## config.mk

```make
export PLATFORM = sky130hd
export DESIGN_NAME = regbus_arbiter
export DESIGN_NICKNAME = d
export VERILOG_FILES = /design/src/rtl/regbus_arbiter.sv
export SDC_FILE = /design/constraint.sdc
export NUM_CORES = 1
export LEC_CHECK = 0
export CAP_MARGIN = 20
export CORE_ASPECT_RATIO = 1.25
export CORE_MARGIN = 2
export CORE_UTILIZATION = 38
export DETAILED_ROUTE_END_ITERATION = 16
export GPL_TIMING_DRIVEN = 0
export MAX_ROUTING_LAYER = met4
export PLACE_DENSITY = 0.9
export REMOVE_ABC_BUFFERS = 1
export SLEW_MARGIN = 10
export SYNTH_ARGS = -nofsm -noshare
export SYNTH_HDL_FRONTEND = slang
export SYNTH_SLANG_ARGS = --single-unit
```

## constraint.sdc

```tcl
create_clock -name clk_i -period 2.3 [get_ports clk_i]
set_input_delay 0.46 -clock clk_i [delete_from_list [all_inputs] [get_ports clk_i]]
set_output_delay 0.46 -clock clk_i [all_outputs]
set_load 0.05 [all_outputs]
```

## src/rtl/regbus_arbiter.sv

```systemverilog
// Round-robin arbiter that shares one register-block bus between NReq requesters.
// One access at a time; the strobe is held until bus_ready_i or until a timeout errors the access.
module regbus_arbiter #(
  parameter int unsigned NReq    = 2,
  parameter int unsigned AddrW   = 32,
  parameter int unsigned DataW   = 32,
  parameter int unsigned Timeout = 16
) (
  input  logic                  clk_i,
  input  logic                  rst_ni,
  input  logic [NReq-1:0]       req_valid_i,
  input  logic [NReq-1:0]       req_we_i,
  input  logic [NReq*AddrW-1:0] req_addr_i,
  input  logic [NReq*DataW-1:0] req_wdata_i,
  input  logic [NReq*4-1:0]     req_wstrb_i,
  output logic [NReq-1:0]       req_ready_o,
  output logic [NReq-1:0]       rsp_valid_o,
  output logic [DataW-1:0]      rsp_rdata_o,
  output logic                  rsp_err_o,
  output logic [AddrW-1:0]      bus_addr_o,
  output logic                  bus_we_o,
  output logic                  bus_re_o,
  output logic [DataW-1:0]      bus_wdata_o,
  output logic [3:0]            bus_wstrb_o,
  input  logic [DataW-1:0]      bus_rdata_i,
  input  logic                  bus_ready_i
);

  localparam int unsigned IdxW = $clog2(NReq);

  typedef enum logic [1:0] {StIdle, StBusy, StResp} state_e;

  state_e            state_q, state_d;
  logic [IdxW-1:0]   last_q, last_d;
  logic [IdxW-1:0]   gnt_q, gnt_d;
  logic              we_q, we_d;
  logic [AddrW-1:0]  addr_q, addr_d;
  logic [DataW-1:0]  wdata_q, wdata_d;
  logic [3:0]        wstrb_q, wstrb_d;
  logic [7:0]        timer_q, timer_d;
  logic [DataW-1:0]  rdata_q, rdata_d;
  logic              err_q, err_d;

  logic [IdxW-1:0]   pick;
  logic              pick_vld;

  // Search starts one past the last winner so every requester gets a turn.
  always_comb begin
    int unsigned     idx;
    logic [IdxW-1:0] cand;
    pick     = '0;
    pick_vld = 1'b0;
    for (int unsigned i = 1; i <= NReq; i++) begin
      idx  = (32'(last_q) + i) % NReq;
      cand = IdxW'(idx);
      if (!pick_vld && req_valid_i[cand]) begin
        pick_vld = 1'b1;
        pick     = cand;
      end
    end
  end

  always_comb begin
    state_d     = state_q;
    last_d      = last_q;
    gnt_d       = gnt_q;
    we_d        = we_q;
    addr_d      = addr_q;
    wdata_d     = wdata_q;
    wstrb_d     = wstrb_q;
    timer_d     = timer_q;
    rdata_d     = rdata_q;
    err_d       = err_q;
    req_ready_o = '0;
    unique case (state_q)
      StIdle: begin
        if (pick_vld) begin
          req_ready_o[pick] = 1'b1;
          gnt_d             = pick;
          last_d            = pick;
          we_d              = req_we_i[pick];
          addr_d            = req_addr_i[32'(pick)*AddrW +: AddrW];
          wdata_d           = req_wdata_i[32'(pick)*DataW +: DataW];
          wstrb_d           = req_wstrb_i[32'(pick)*4 +: 4];
          timer_d           = '0;
          state_d           = StBusy;
        end
      end
      StBusy: begin
        // A late acknowledge still beats the timeout in the same cycle.
        if (bus_ready_i) begin
          rdata_d = bus_rdata_i;
          err_d   = 1'b0;
          state_d = StResp;
        end else if (timer_q == 8'(Timeout - 1)) begin
          rdata_d = '0;
          err_d   = 1'b1;
          state_d = StResp;
        end else if (timer_q != 8'hFF) begin
          timer_d = timer_q + 8'd1;
        end
      end
      StResp: state_d = StIdle;
      default: state_d = StIdle;
    endcase
  end

  always_ff @(posedge clk_i or negedge rst_ni) begin
    if (!rst_ni) begin
      state_q <= StIdle;
      last_q  <= IdxW'(NReq - 1);
      gnt_q   <= '0;
      we_q    <= 1'b0;
      addr_q  <= '0;
      wdata_q <= '0;
      wstrb_q <= '0;
      timer_q <= '0;
      rdata_q <= '0;
      err_q   <= 1'b0;
    end else begin
      state_q <= state_d;
      last_q  <= last_d;
      gnt_q   <= gnt_d;
      we_q    <= we_d;
      addr_q  <= addr_d;
      wdata_q <= wdata_d;
      wstrb_q <= wstrb_d;
      timer_q <= timer_d;
      rdata_q <= rdata_d;
      err_q   <= err_d;
    end
  end

  always_comb begin
    rsp_valid_o = '0;
    if (state_q == StResp) rsp_valid_o[gnt_q] = 1'b1;
  end

  assign rsp_rdata_o = rdata_q;
  assign rsp_err_o   = err_q;
  assign bus_addr_o  = addr_q;
  assign bus_wdata_o = wdata_q;
  assign bus_wstrb_o = wstrb_q;
  assign bus_we_o    = (state_q == StBusy) && we_q;
  assign bus_re_o    = (state_q == StBusy) && !we_q;

endmodule

```

Word-level counts from Yosys, hierarchy flattened
Cells that the tools add are included.

storage, ports and cells
  register bits after elaboration = 114
  word-level logic and storage cells = 75
  input bits = 175

cells by class
  eq/ne operators = 9
  add/subtract/negate cells = 3
  multiplexer cells = 30
  reduce and logical (&&, ||, !) cells = 14
  shifts and indexed selects = 3
  order comparisons = 6

operator list
  cell                                                                   count
  64-bit by 7-bit variable part select with 32-bit output                2
  32-bit 2-to-1 mux                                                      2
  8-bit 2-to-1 mux                                                       4
  8-bit one-hot mux with 2 select lines                                  1
  1-bit 2-to-1 mux                                                       14
  2-bit 2-to-1 mux                                                       6
  8-bit by 1-bit adder with 8-bit output, second input constant          1
  8-bit by 4-bit equality test with 1-bit output, second input constant  1
  1-bit by 2-bit < comparator with 1-bit output, second input constant   4
  2-bit inequality test, second input constant                           4
  8-bit inequality test, second input constant                           1
  8-bit by 4-bit variable part select with 4-bit output                  1
  2-bit AND reduction                                                    3
  1-bit logical AND                                                      5
  5-bit AND reduction                                                    1
  2-bit one-hot mux with 2 select lines                                  1
  2-bit nonzero test                                                     2
  3-bit inequality test, second input constant                           1
  1-bit adder, second input constant                                     2
  1-bit demux with 1-bit select                                          2
  2-bit by 1-bit equality test with 1-bit output, second input constant  1
  2-bit equality test, second input constant                             1
  1-bit >= comparator, second input constant                             2
  1-bit zero test                                                        2
  2-bit zero test                                                        1

Depth between registers and ports, before layout
  depth after elaboration = 13
  gate-level depth with buffers = 7
  depth with buffers taken out = 5

Worst setup path after synthesis
No wires, ideal clock.

  path type = register to output
  start point = register state_q[0]
  end point = output port rsp_valid_o[0]
  arrival time = 1.680 ns
  path buffers = 1
  slack = 0.160 ns
  stages on the path, launching flop included = 3
  cell sequence = dfrtp_1 > buf_2 > nor3b_1

on the way
  word-level cells in the longest chain between the ends = 2

RTL lines
  item                    RTL line  source
  start, declared         33        state_e state_q, state_d;
  start signal, assigned  110       state_q <= StIdle;
  start signal, assigned  121       state_q <= state_d;
  2-bit equality test     136       if (state_q == StResp) rsp_valid_o[gnt_q] = 1'b1;
  2-bit 2-to-1 mux        136
  end, declared           17        output logic [NReq-1:0] rsp_valid_o,

Every way passes these cells.

Worst setup path after layout
  start point = register state_q[1]
  end point = output port bus_re_o

on the way
  word-level cells in the longest chain between the ends = 2

RTL lines
  item                                            RTL line  source
  2-bit by 1-bit equality test with 1-bit output  145       assign bus_re_o = (state_q == StBusy) && !we_q;
  1-bit logical AND                               145
  end, declared                                   22        output logic bus_re_o,

Every way passes these cells.

==> flow_metrics.tcl <==
set metrics [dict create \
    io_pins 282 \
    reg2reg_depth 5 \
    detail-route-antenna-nets 0 \
    start_util_pct 38.88 \
    cts-root-buf "clkbuf_16" \
    tritoncts "yes" \
    worst-setup-path-type "reg -> out" \
    overflow 0 \
    fmax_ghz 0.4510 \
    tightest_slew_ps 740.5 \
    avgViaCountPerCell 5.082 \
    synth_edf_count 0 \
    via_count 4604 \
    rsz0062_at_grt "no" \
    powerDensity_nw_per_um2 1603 \
    critPathTopFamily "flip-flops" \
    final_area_um2 8547 \
    cp_cell_sequence "nand2b_2 > nor2_1 > clkdlybuf4s15_2" \
    hold_violations 0 \
    cts_hold_buf 0 \
    io_buffers 281 \
    drt_iter0_drc 232 \
    status "finished, final reports clean" \
    fin_crit_ps 2217 \
    antenna_found_initial 0 \
    fin_cells 906 \
    ff2ff_setup_slack_ps 350 \
    layout-drive-gt1-share_pct 8.537 \
    ys_ff_latch 114 \
    syn_avg_cell_area_um2 11.01 \
    grt_start_max_net_pins 59 \
    avgRoutedWirePerCell_um 17.49 \
    synth_ff_type "dfrtp_1" \
    drv_slew 0 \
    slew_headroom_pct 50.45 \
    die_w_um 105.8 \
    placed_cells 870 \
    rows 46 \
    syn_inst 447 \
    globalplace.congestion 0.8529 \
    vdd_drop_max_mv 0.8921 \
    synth_top_cell_by_area "dfrtp_1" \
    drcViolationCount 0 \
    crit_path_end_kind "output port" \
    synthTopCellsByArea "dfrtp_1 57%, nand2_1 8.2%, mux2i_1 6.7%" \
    fin_skew_ps 10.16 \
    critPathSlowestCell "dfrtp_1" \
    die-area_um2 13890 \
    clock-sinks 114 \
    ys_warn_count 0 \
    dp_hpwl_mm 11.82 \
    tns_ps 0 \
    syn_area_um2 4923 \
    firstDrtPassIters 5 \
    area_growth_pct 73.60 \
    power_w 0.01370 \
    synth_cell_types 43 \
    antenna_cells 0 \
    seq_area_frac_synth_pct 57.97 \
    grt_pass1_vias 4770 \
    cpPeakStageDelay_ps 510 \
    maxCapViolCount 0 \
    cts_buffers 17 \
    clk_pin_slew_worst_paths_ps 50 \
    placed_area_um2 7914 \
    min_period_over_period_pct 96.40 \
    startpoint_type "flip-flop" \
    required_ps 1840 \
    core_area_um2 12660 \
    nets 904 \
    htreeDepth 4 \
    grt_pass1_wl_mm 24.85 \
    wl_mm 15.84 \
    reg2reg_from "timer_q[0]" \
    die_height_um 131.3 \
    gr-usage-all-layers_pct 23.54 \
    arrival_ps 1760 \
    setup_viol 0 \
    clock_latency_ps 400 \
    synthArstFlopShare_pct 100.0 \
    p_leak_nw 3.778 \
    synth_top_area_share_pct 57.43 \
    r2r-end "timer_q[0]" \
    critical_path_buf_inv_count 1 \
    cts.path.max_buffers 2 \
    critical_path.max_fanout 10 \
    hp-class "in -> async" \
]
metrics by stage:
step	worst slack (ps)	utilization, %	hold WS [ps]
floorplan	-2312	-	164.4
finish	82.89	67.50	12.75
CTS	-41.32	67.28	34.04
global route	1.037	67.50	54.03
detailed placement	-1514	62.50	452.8
global placement	-4319	61.26	450.9
placed cells by master, fill, tap and decap left out, types with 4 or more instances in the layout:
cell,n
buf_6,4
buf_4,6
clkbuf_8,5
o21ai_0,42
clkbuf_16,17
clkdlybuf4s50_1,272
a21oi_1,4
nand2_1,108
a22o_1,34
a22oi_1,36
mux2i_1,33
dfrtp_1,112
report_power, final:
part,internal [W],switching [W]
Combinational,0.00269,0.00501
Clock,0.00160,0.000844
Sequential,0.00296,0.000586
Total,0.00725,0.00644
state kept, by name (all words and copies together), names as in the netlist:
signal and count:
last_q 1, timer_q 8, we_q 1, bus_addr_o 32, gnt_q 1, bus_wstrb_o 4, bus_wdata_o 32, rsp_err_o 1
rsp_rdata_o 32, state_q 2
synth_stat cells (all sizes together) (2+ instances only):
cell,count
clkbuf,8
and2,4
nand2,108
a311oi,2
nor2b,2
o21ai,43
mux2i,33
and4,2
a22o,34
buf,25
nor2,4
inv,2
a21o,2
nor3,2
a21oi,5
a22oi,36
dfrtp,113
a41oi,2
nand2b,2
nor4,2
worst reg2reg max path, delay by kind of cell, from the launching register on:
family                     cells  cell delay, ps
AOI/OAI and AO/OA              2             610
adders and majority gates      1             260
DFF                            1             410
muxes                          1             290
and+or+nand+nor                1             270
repair_timing:
| item | CTS | global route |
|---|---|---|
| pin swaps | 1 | 0 |
| cloned | 1 | 0 |
| endpoints found under the setup margin | 34 | 4 |
| gates resized for setup | 28 | 8 |
| setup buffers | 6 | 0 |
kinds of logic (layout without fill, tap and decap cells):
kind of cell,Yosys count,in the layout,share of synthesized area (%)
buf+inv,35,326,3.990
compound gates,130,130,18.63
mux,34,34,6.938
simple gates,133,133,12.22
fa+ha+maj,1,1,0.2541
flops,114,114,57.97
metal layers:
| metal | vias to the layer above | global-route usage, % | wire length, µm | share of wire (%) |
|---|---|---|---|---|
| met5 | - | - | 0 | 0 |
| met1 | 2210 | 25.49 | 6037 | 38 |
| met3 | 34 | 5.903 | 919 | 5.8 |
| met2 | 201 | 41.40 | 8481 | 54 |
| li1 | 2159 | - | - | - |
| met4 | 0 | 8.699 | 403 | 2.5 |
how the worst max path moves through the flow:
stage / from / to / slack (ps) / depth (start not counted)
finish: state_q[1] / bus_re_o / 80 / 3
global route: state_q[1] / rsp_valid_o[1] / 1 / 2
CTS: state_q[0] / req_ready_o[1] / -40 / 4
detailed placement: req_valid_i[1] / req_ready_o[1] / -1510 / 5
global placement: req_valid_i[1] / req_ready_o[1] / -4320 / 4
floorplan: req_valid_i[1] / req_ready_o[1] / -2310 / 2
final cells by class:
type,count,area [µm²]
fill,938,4115
sequential,114,2855
inverter,2,7.507
timing repair buffer,295,3002
clock buffer,24,501.7
tap,168,210.2
clock inverter,5,52.55
multi-input combinational,298,1918
Power figures use the tool's default switching activity.
